File: config.mk
export PLATFORM = sky130hd
export DESIGN_NAME = dtree_node_walker
export DESIGN_NICKNAME = d
export VERILOG_FILES = /design/src/rtl/dtree_node_walker.sv
export SDC_FILE = /design/constraint.sdc
export NUM_CORES = 1
export LEC_CHECK = 0
export ABC_AREA = 1
export BUFFER_PORTS_ARGS = -buffer_cell sky130_fd_sc_hd__buf_2
export CAP_MARGIN = 20
export CORE_MARGIN = 2
export CORE_UTILIZATION = 45
export CTS_CLUSTER_DIAMETER = 120
export DETAILED_ROUTE_END_ITERATION = 12
export GPL_ROUTABILITY_DRIVEN = 1
export SETUP_SLACK_MARGIN = 0.1
export SYNTH_ARGS = -nofsm -noshare
export SYNTH_HDL_FRONTEND = slang
export SYNTH_SLANG_ARGS = --single-unit
export TNS_END_PERCENT = 30
File: constraint.sdc
create_clock -name clk -period 25.2 [get_ports clk]
set_clock_uncertainty 0.05 [all_clocks]
set_input_delay 5.04 -clock clk [delete_from_list [all_inputs] [get_ports clk]]
set_output_delay 5.04 -clock clk [all_outputs]
set_load 0.005 [all_outputs]
File: src/rtl/dtree_node_walker.sv
// dtree_node_walker: node-serial decision-tree engine. One shared comparator
// walks a host-programmed node table, one node per cycle, between a
// valid/ready feature source and a valid/ready class consumer.
// Optional build macro: DTREE_PERF_EN enables the saturating perf_samples /
// perf_cycles counters; without it both outputs are tied to zero.
module dtree_node_walker #(
   parameter int unsigned FEAT_W    = 8,
   parameter int unsigned CLASS_W   = 4,
   parameter int unsigned N_NODES   = 16,
   parameter int unsigned MAX_STEPS = 15,
   localparam int unsigned IDX_W    = $clog2(N_NODES),
   localparam int unsigned ENTRY_W  = 1 + 3 + FEAT_W + 2 * IDX_W + CLASS_W
) (
   input  logic               clk,
   input  logic               rst,
   input  logic               in_valid,
   output logic               in_ready,
   input  logic [FEAT_W-1:0]  in_feat,
   output logic               out_valid,
   input  logic               out_ready,
   output logic [CLASS_W-1:0] out_class,
   output logic               out_err,
   input  logic               cfg_we,
   input  logic [IDX_W-1:0]   cfg_addr,
   input  logic [ENTRY_W-1:0] cfg_wdata,
   output logic               cfg_busy,
   output logic [15:0]        perf_samples,
   output logic [15:0]        perf_cycles
);

   localparam int unsigned STEP_W  = $clog2(MAX_STEPS + 1);
   // entry field offsets, LSB first: class, f_idx, t_idx, thr, shift, leaf
   localparam int unsigned F_LSB   = CLASS_W;
   localparam int unsigned T_LSB   = CLASS_W + IDX_W;
   localparam int unsigned THR_LSB = CLASS_W + 2 * IDX_W;
   localparam int unsigned SH_LSB  = THR_LSB + FEAT_W;
   localparam int unsigned LEAF_B  = ENTRY_W - 1;

   localparam logic [1:0] IDLE = 2'd0;
   localparam logic [1:0] WALK = 2'd1;
   localparam logic [1:0] DONE = 2'd2;

   localparam logic [ENTRY_W-1:0] LEAF_RESET = ENTRY_W'(1) << LEAF_B;

   logic [1:0]         state;
   logic [1:0]         state_nxt;
   logic [ENTRY_W-1:0] node_tbl [N_NODES];
   logic [FEAT_W-1:0]  feat;
   logic [IDX_W-1:0]   node;
   logic [STEP_W-1:0]  step;

   logic [ENTRY_W-1:0] cur;
   logic [FEAT_W-1:0]  shifted;
   logic [IDX_W-1:0]   nxt_idx;
   logic               walk_end;
   logic [CLASS_W-1:0] res_class;
   logic               res_err;

   // Node evaluation and next-state decode
   always_comb begin
      state_nxt = state;
      cur       = '0;
      shifted   = '0;
      nxt_idx   = '0;
      walk_end  = 1'b0;
      res_class = '1;
      res_err   = 1'b1;

      if (32'(node) < N_NODES) begin
         cur     = node_tbl[node];
         shifted = feat >> cur[SH_LSB +: 3];
         nxt_idx = (shifted <= cur[THR_LSB +: FEAT_W]) ? cur[T_LSB +: IDX_W]
                                                        : cur[F_LSB +: IDX_W];
         if (cur[LEAF_B]) begin
            walk_end  = 1'b1;
            res_class = cur[CLASS_W-1:0];
            res_err   = 1'b0;
         end else if (step == STEP_W'(MAX_STEPS - 1)) begin
            walk_end = 1'b1;
         end
      end else begin
         walk_end = 1'b1;
      end

      case (state)
         IDLE:    if (in_valid)  state_nxt = WALK;
         WALK:    if (walk_end)  state_nxt = DONE;
         DONE:    if (out_ready) state_nxt = IDLE;
         default: state_nxt = IDLE;
      endcase
   end

   // State register with registered handshake/status flags
   always_ff @(posedge clk or posedge rst) begin
      if (rst) begin
         state     <= IDLE;
         in_ready  <= 1'b1;
         out_valid <= 1'b0;
         cfg_busy  <= 1'b0;
      end else begin
         state     <= state_nxt;
         in_ready  <= (state_nxt == IDLE);
         out_valid <= (state_nxt == DONE);
         cfg_busy  <= (state_nxt != IDLE);
      end
   end

   // Node table, walk pointer and result registers
   always_ff @(posedge clk or posedge rst) begin
      if (rst) begin
         feat      <= '0;
         node      <= '0;
         step      <= '0;
         out_class <= '0;
         out_err   <= 1'b0;
         for (int i = 0; i < int'(N_NODES); i++) node_tbl[i] <= LEAF_RESET;
      end else begin
         if (state == IDLE && cfg_we && 32'(cfg_addr) < N_NODES)
            node_tbl[cfg_addr] <= cfg_wdata;
         if (state == IDLE && in_valid) begin
            feat <= in_feat;
            node <= '0;
            step <= '0;
         end
         if (state == WALK) begin
            if (walk_end) begin
               out_class <= res_class;
               out_err   <= res_err;
            end else begin
               node <= nxt_idx;
               step <= step + STEP_W'(1);
            end
         end
      end
   end

`ifdef DTREE_PERF_EN
   // Saturating sample and walk-cycle counters
   always_ff @(posedge clk or posedge rst) begin
      if (rst) begin
         perf_samples <= '0;
         perf_cycles  <= '0;
      end else begin
         if (state == DONE && out_ready && perf_samples != 16'hFFFF)
            perf_samples <= perf_samples + 16'd1;
         if (state == WALK && perf_cycles != 16'hFFFF)
            perf_cycles <= perf_cycles + 16'd1;
      end
   end
`else
   assign perf_samples = '0;
   assign perf_cycles  = '0;
`endif

endmodule

==> results.sh <==
export IMPL_vias_per_cell=5.54
export IMPL_grt_pass1_vias=15100
export IMPL_numCtsBuffers=46
export IMPL_drt_initial_drc_count=1554
export IMPL_synth_area_um2=19100
export IMPL_cp_buffers_inverters=4
export IMPL_leakagePower_nw=9.75
export IMPL_rrSetupSlack_ns=19.32
export IMPL_yosys_register_bits=410
export IMPL_rows=75
export IMPL_synth_edff_count=0
export IMPL_die_h_um=210
export IMPL_cts_hold_buf=0
export IMPL_worstPathCellList="buf_2, inv_8, buf_4, buf_12"
export IMPL_wl_per_cell_um=18.7
export IMPL_synth_cell_types=41
export IMPL_r2r_end="node[3]"
export IMPL_worstRegToRegCells=23
export IMPL_slew_viol_final=0
export IMPL_p_int_w=0.00167
export IMPL_end_kind="async pin"
export IMPL_place_congestion=0.805
export IMPL_post_route_min_period_ns=7.04
export IMPL_synth_top_cell_area_share_pct=51.4
export IMPL_cp_required_ns=25.60
export IMPL_coreArea_um2=41900
export IMPL_cts_sinks=410
export IMPL_clock_latency_ns=0.59
export IMPL_avgSynthCellArea_um2=8.30
export IMPL_synth_compound_area_share_pct=19.1
export IMPL_drive_above_1_share_pct=8.41
export IMPL_drc_errors=0
export IMPL_max_vdd_ir_drop_mv=0.0538
export IMPL_area_growth_pct=8.65
export IMPL_p_clk_share_pct=24.8
export IMPL_rsz0062_at_grt="no"
export IMPL_met2_length_mm=24.3
export IMPL_grt_max_degree=161
export IMPL_hold_path_class="flip-flop to flip-flop"
export IMPL_setup_viol=0
export IMPL_p_per_area_nw_per_um2=129
export IMPL_power_switching_w=0.000999
export IMPL_antenna_found_initial=0
export IMPL_fmax_mhz=142
export IMPL_synth_xor_xnor_area_share_pct=0.0916
export IMPL_hp_start="node_tbl[230]"
export IMPL_grt_usage_pct=24.5
export IMPL_wirelength_mm=52.6
export IMPL_path_max_fanout=160
export IMPL_synthTopCellsByCount="567 x o21ai_0, 552 x nand2_1, 393 x dfrtp_1"
export IMPL_dieWidth_um=210
export IMPL_path_clk_slew_ns=0.06
export IMPL_postCtsSetupRepairBufs=0
export IMPL_synth_most_common_cell="o21ai_0"
export IMPL_worstHoldEndpoint="node_tbl[230]"
export IMPL_drtAntennaViolNets=0
export IMPL_synth_adder_area_share_pct=0.654
export IMPL_topRoutingLayerUsed="met4"
export IMPL_ctsResizeCount=0
export IMPL_synth_seq_area_share_pct=53.7
export IMPL_clk_path_buf_depth=3
export IMPL_vias=15600
export IMPL_port_buffers=48
export IMPL_cpPeakStageDelay_ns=0.78
export IMPL_hold_viol=0
export IMPL_cap_violations=0
export IMPL_grt_overflow=0
export IMPL_p_total_w=0.00267
export IMPL_slew_headroom_pct=24.8
export IMPL_r2r_start="node[0]"
export IMPL_critPathSlowestCell="buf_4"
export IMPL_met3_length_mm=2.50
export IMPL_antennaDiodeCount=0
export IMPL_yosysWarnings=0
export IMPL_drt_met1_wl_mm=24.1
export IMPL_synthCells=2306
export IMPL_synth_top_family_by_area="compound AO/OA/AOI/OAI gates"
export IMPL_grt_pass1_wl_mm=85.1
export IMPL_synth_top_area_cell="dfrtp_1"
export IMPL_h_tree_depth=2
export IMPL_pin_count=81
export IMPL_power_frac_seq_pct=42.7
export IMPL_synth_area_leaders="dfrtp_1 51%, o21ai_0 15%, nand2_1 11%"
export IMPL_synthMuxAreaShare_pct=0.235
export IMPL_outcome="complete, no violations"
export IMPL_whs_path_depth=2
export IMPL_cp_top_family="buffers and inverters"
export IMPL_netSwitchingFraction_pct=37.4
export IMPL_die_area_um2=44200
export IMPL_worst_pin_slew_ns=1.12
export IMPL_dpl_hpwl_mm=28.7
export IMPL_worst_setup_path_type="input pin to async pin"
export IMPL_nets=2288
export IMPL_ys_flop_type="dfrtp_1"
export IMPL_initial_core_util_pct=45.6
export IMPL_async_flop_share_pct=100
export IMPL_cp_start_kind="input pin"
export IMPL_synthSimpleGateAreaFrac_pct=18.7
export IMPL_critPathArrivalTime_ns=7.44
export IMPL_p_comb_share_pct=32.5
export IMPL_clock_root_buffer="clkbuf_16"
export IMPL_setup_tns_ns=0
export IMPL_period_share_pct=28.0
export IMPL_cts_tree="yes"
export IMPL_first_pass_iters=6
-- kinds of logic (layout without fill, tap and decap cells) --
group,count (synthesis),count (layout)
other,1,32
AO/OA/AOI/OAI,689,689
flip-flops,410,410
adder cells (fa/ha/maj),10,10
AND/OR/NAND/NOR,901,901
multiplexers,4,4
buffers and inverters,289,222
XOR/XNOR,2,2
-- state kept, by name (all words and copies together), names as in the netlist --
register,cells
node_tbl,384
cfg_busy,1
state,2
in_ready,1
out_valid,1
out_class,4
out_err,1
step,4
feat,8
node,4
-- tightest hold or removal path, delay by kind of cell (launching register included) --
kind | cells | cell delay (ns)
AO/OA/AOI/OAI | 1 | 0.05
flip-flops | 1 | 0.34
AND/OR/NAND/NOR | 1 | 0.05
-- placed cells by master, fill, tap and decap left out, types with 34 or more instances in the layout --
cell / count
inv_1: 66
nor2_1: 246
o21ai_1: 34
dfrtp_1: 390
nand3_1: 81
clkbuf_16: 46
nand2_1: 542
o211ai_1: 34
o21ai_0: 567
buf_2: 48
-- how the worst max path moves through the flow --
| stage | startpoint | endpoint | slack [ns] | depth (start not counted) |
|---|---|---|---|---|
| 3_3_place_gp | rst | node[1] | 17.47 | 4 |
| 5_1_grt | rst | node[1] | 17.79 | 4 |
| 3_5_place_dp | rst | node[1] | 17.48 | 4 |
| 6_report | rst | node[1] | 18.16 | 4 |
| 4_1_cts | rst | node[1] | 18.10 | 4 |
| 2_1_floorplan | rst | cfg_busy | 8.73 | 1 |
-- routing by layer --
layer / up-vias / track usage (%)
li1: 7430 / -
met1: 7657 / 33.7
met2: 401 / 39.8
met3: 83 / 3.20
met4: 0 / 9.02
met5: - / 0
-- final cells by class --
| class | instances | area [um^2] |
|---|---|---|
| fill | 4035 | 21200 |
| sequential | 410 | 10300 |
| multi-input combinational | 1638 | 7580 |
| clock buffer | 72 | 1360 |
| tap | 539 | 674 |
| timing repair buffer | 69 | 480 |
| inverter | 72 | 283 |
| clock inverter | 9 | 118 |
-- per-stage QoR --
step / setup WS (ns) / area (um^2) / hold WS [ns] / utilization [%] / std cells
after global placement: 17.47 / 19200 / 0.410 / 45.8 / 2723
after CTS: 18.10 / 20700 / 0.431 / 49.4 / 2806
after detailed placement: 17.48 / 19200 / 0.417 / 45.9 / 2725
final: 18.16 / 20800 / 0.429 / 49.6 / 2809
after global routing: 17.79 / 20800 / 0.443 / 49.6 / 2809
after floorplan: 8.73 / 19200 / 0.398 / - / 2337
-- power groups by stage --
stage / combinational (W) / sequential, W / clock [W]
2_1_floorplan: 0.000684 / 0.00109 / 0
3_3_place_gp: 0.000851 / 0.00114 / 0
3_5_place_dp: 0.000875 / 0.00114 / 0
4_1_cts: 0.000878 / 0.00114 / 0.000673
5_1_grt: 0.00101 / 0.00118 / 0.000701
6_report: 0.000869 / 0.00114 / 0.000661
No activity file was read; power rests on OpenSTA's default activity.
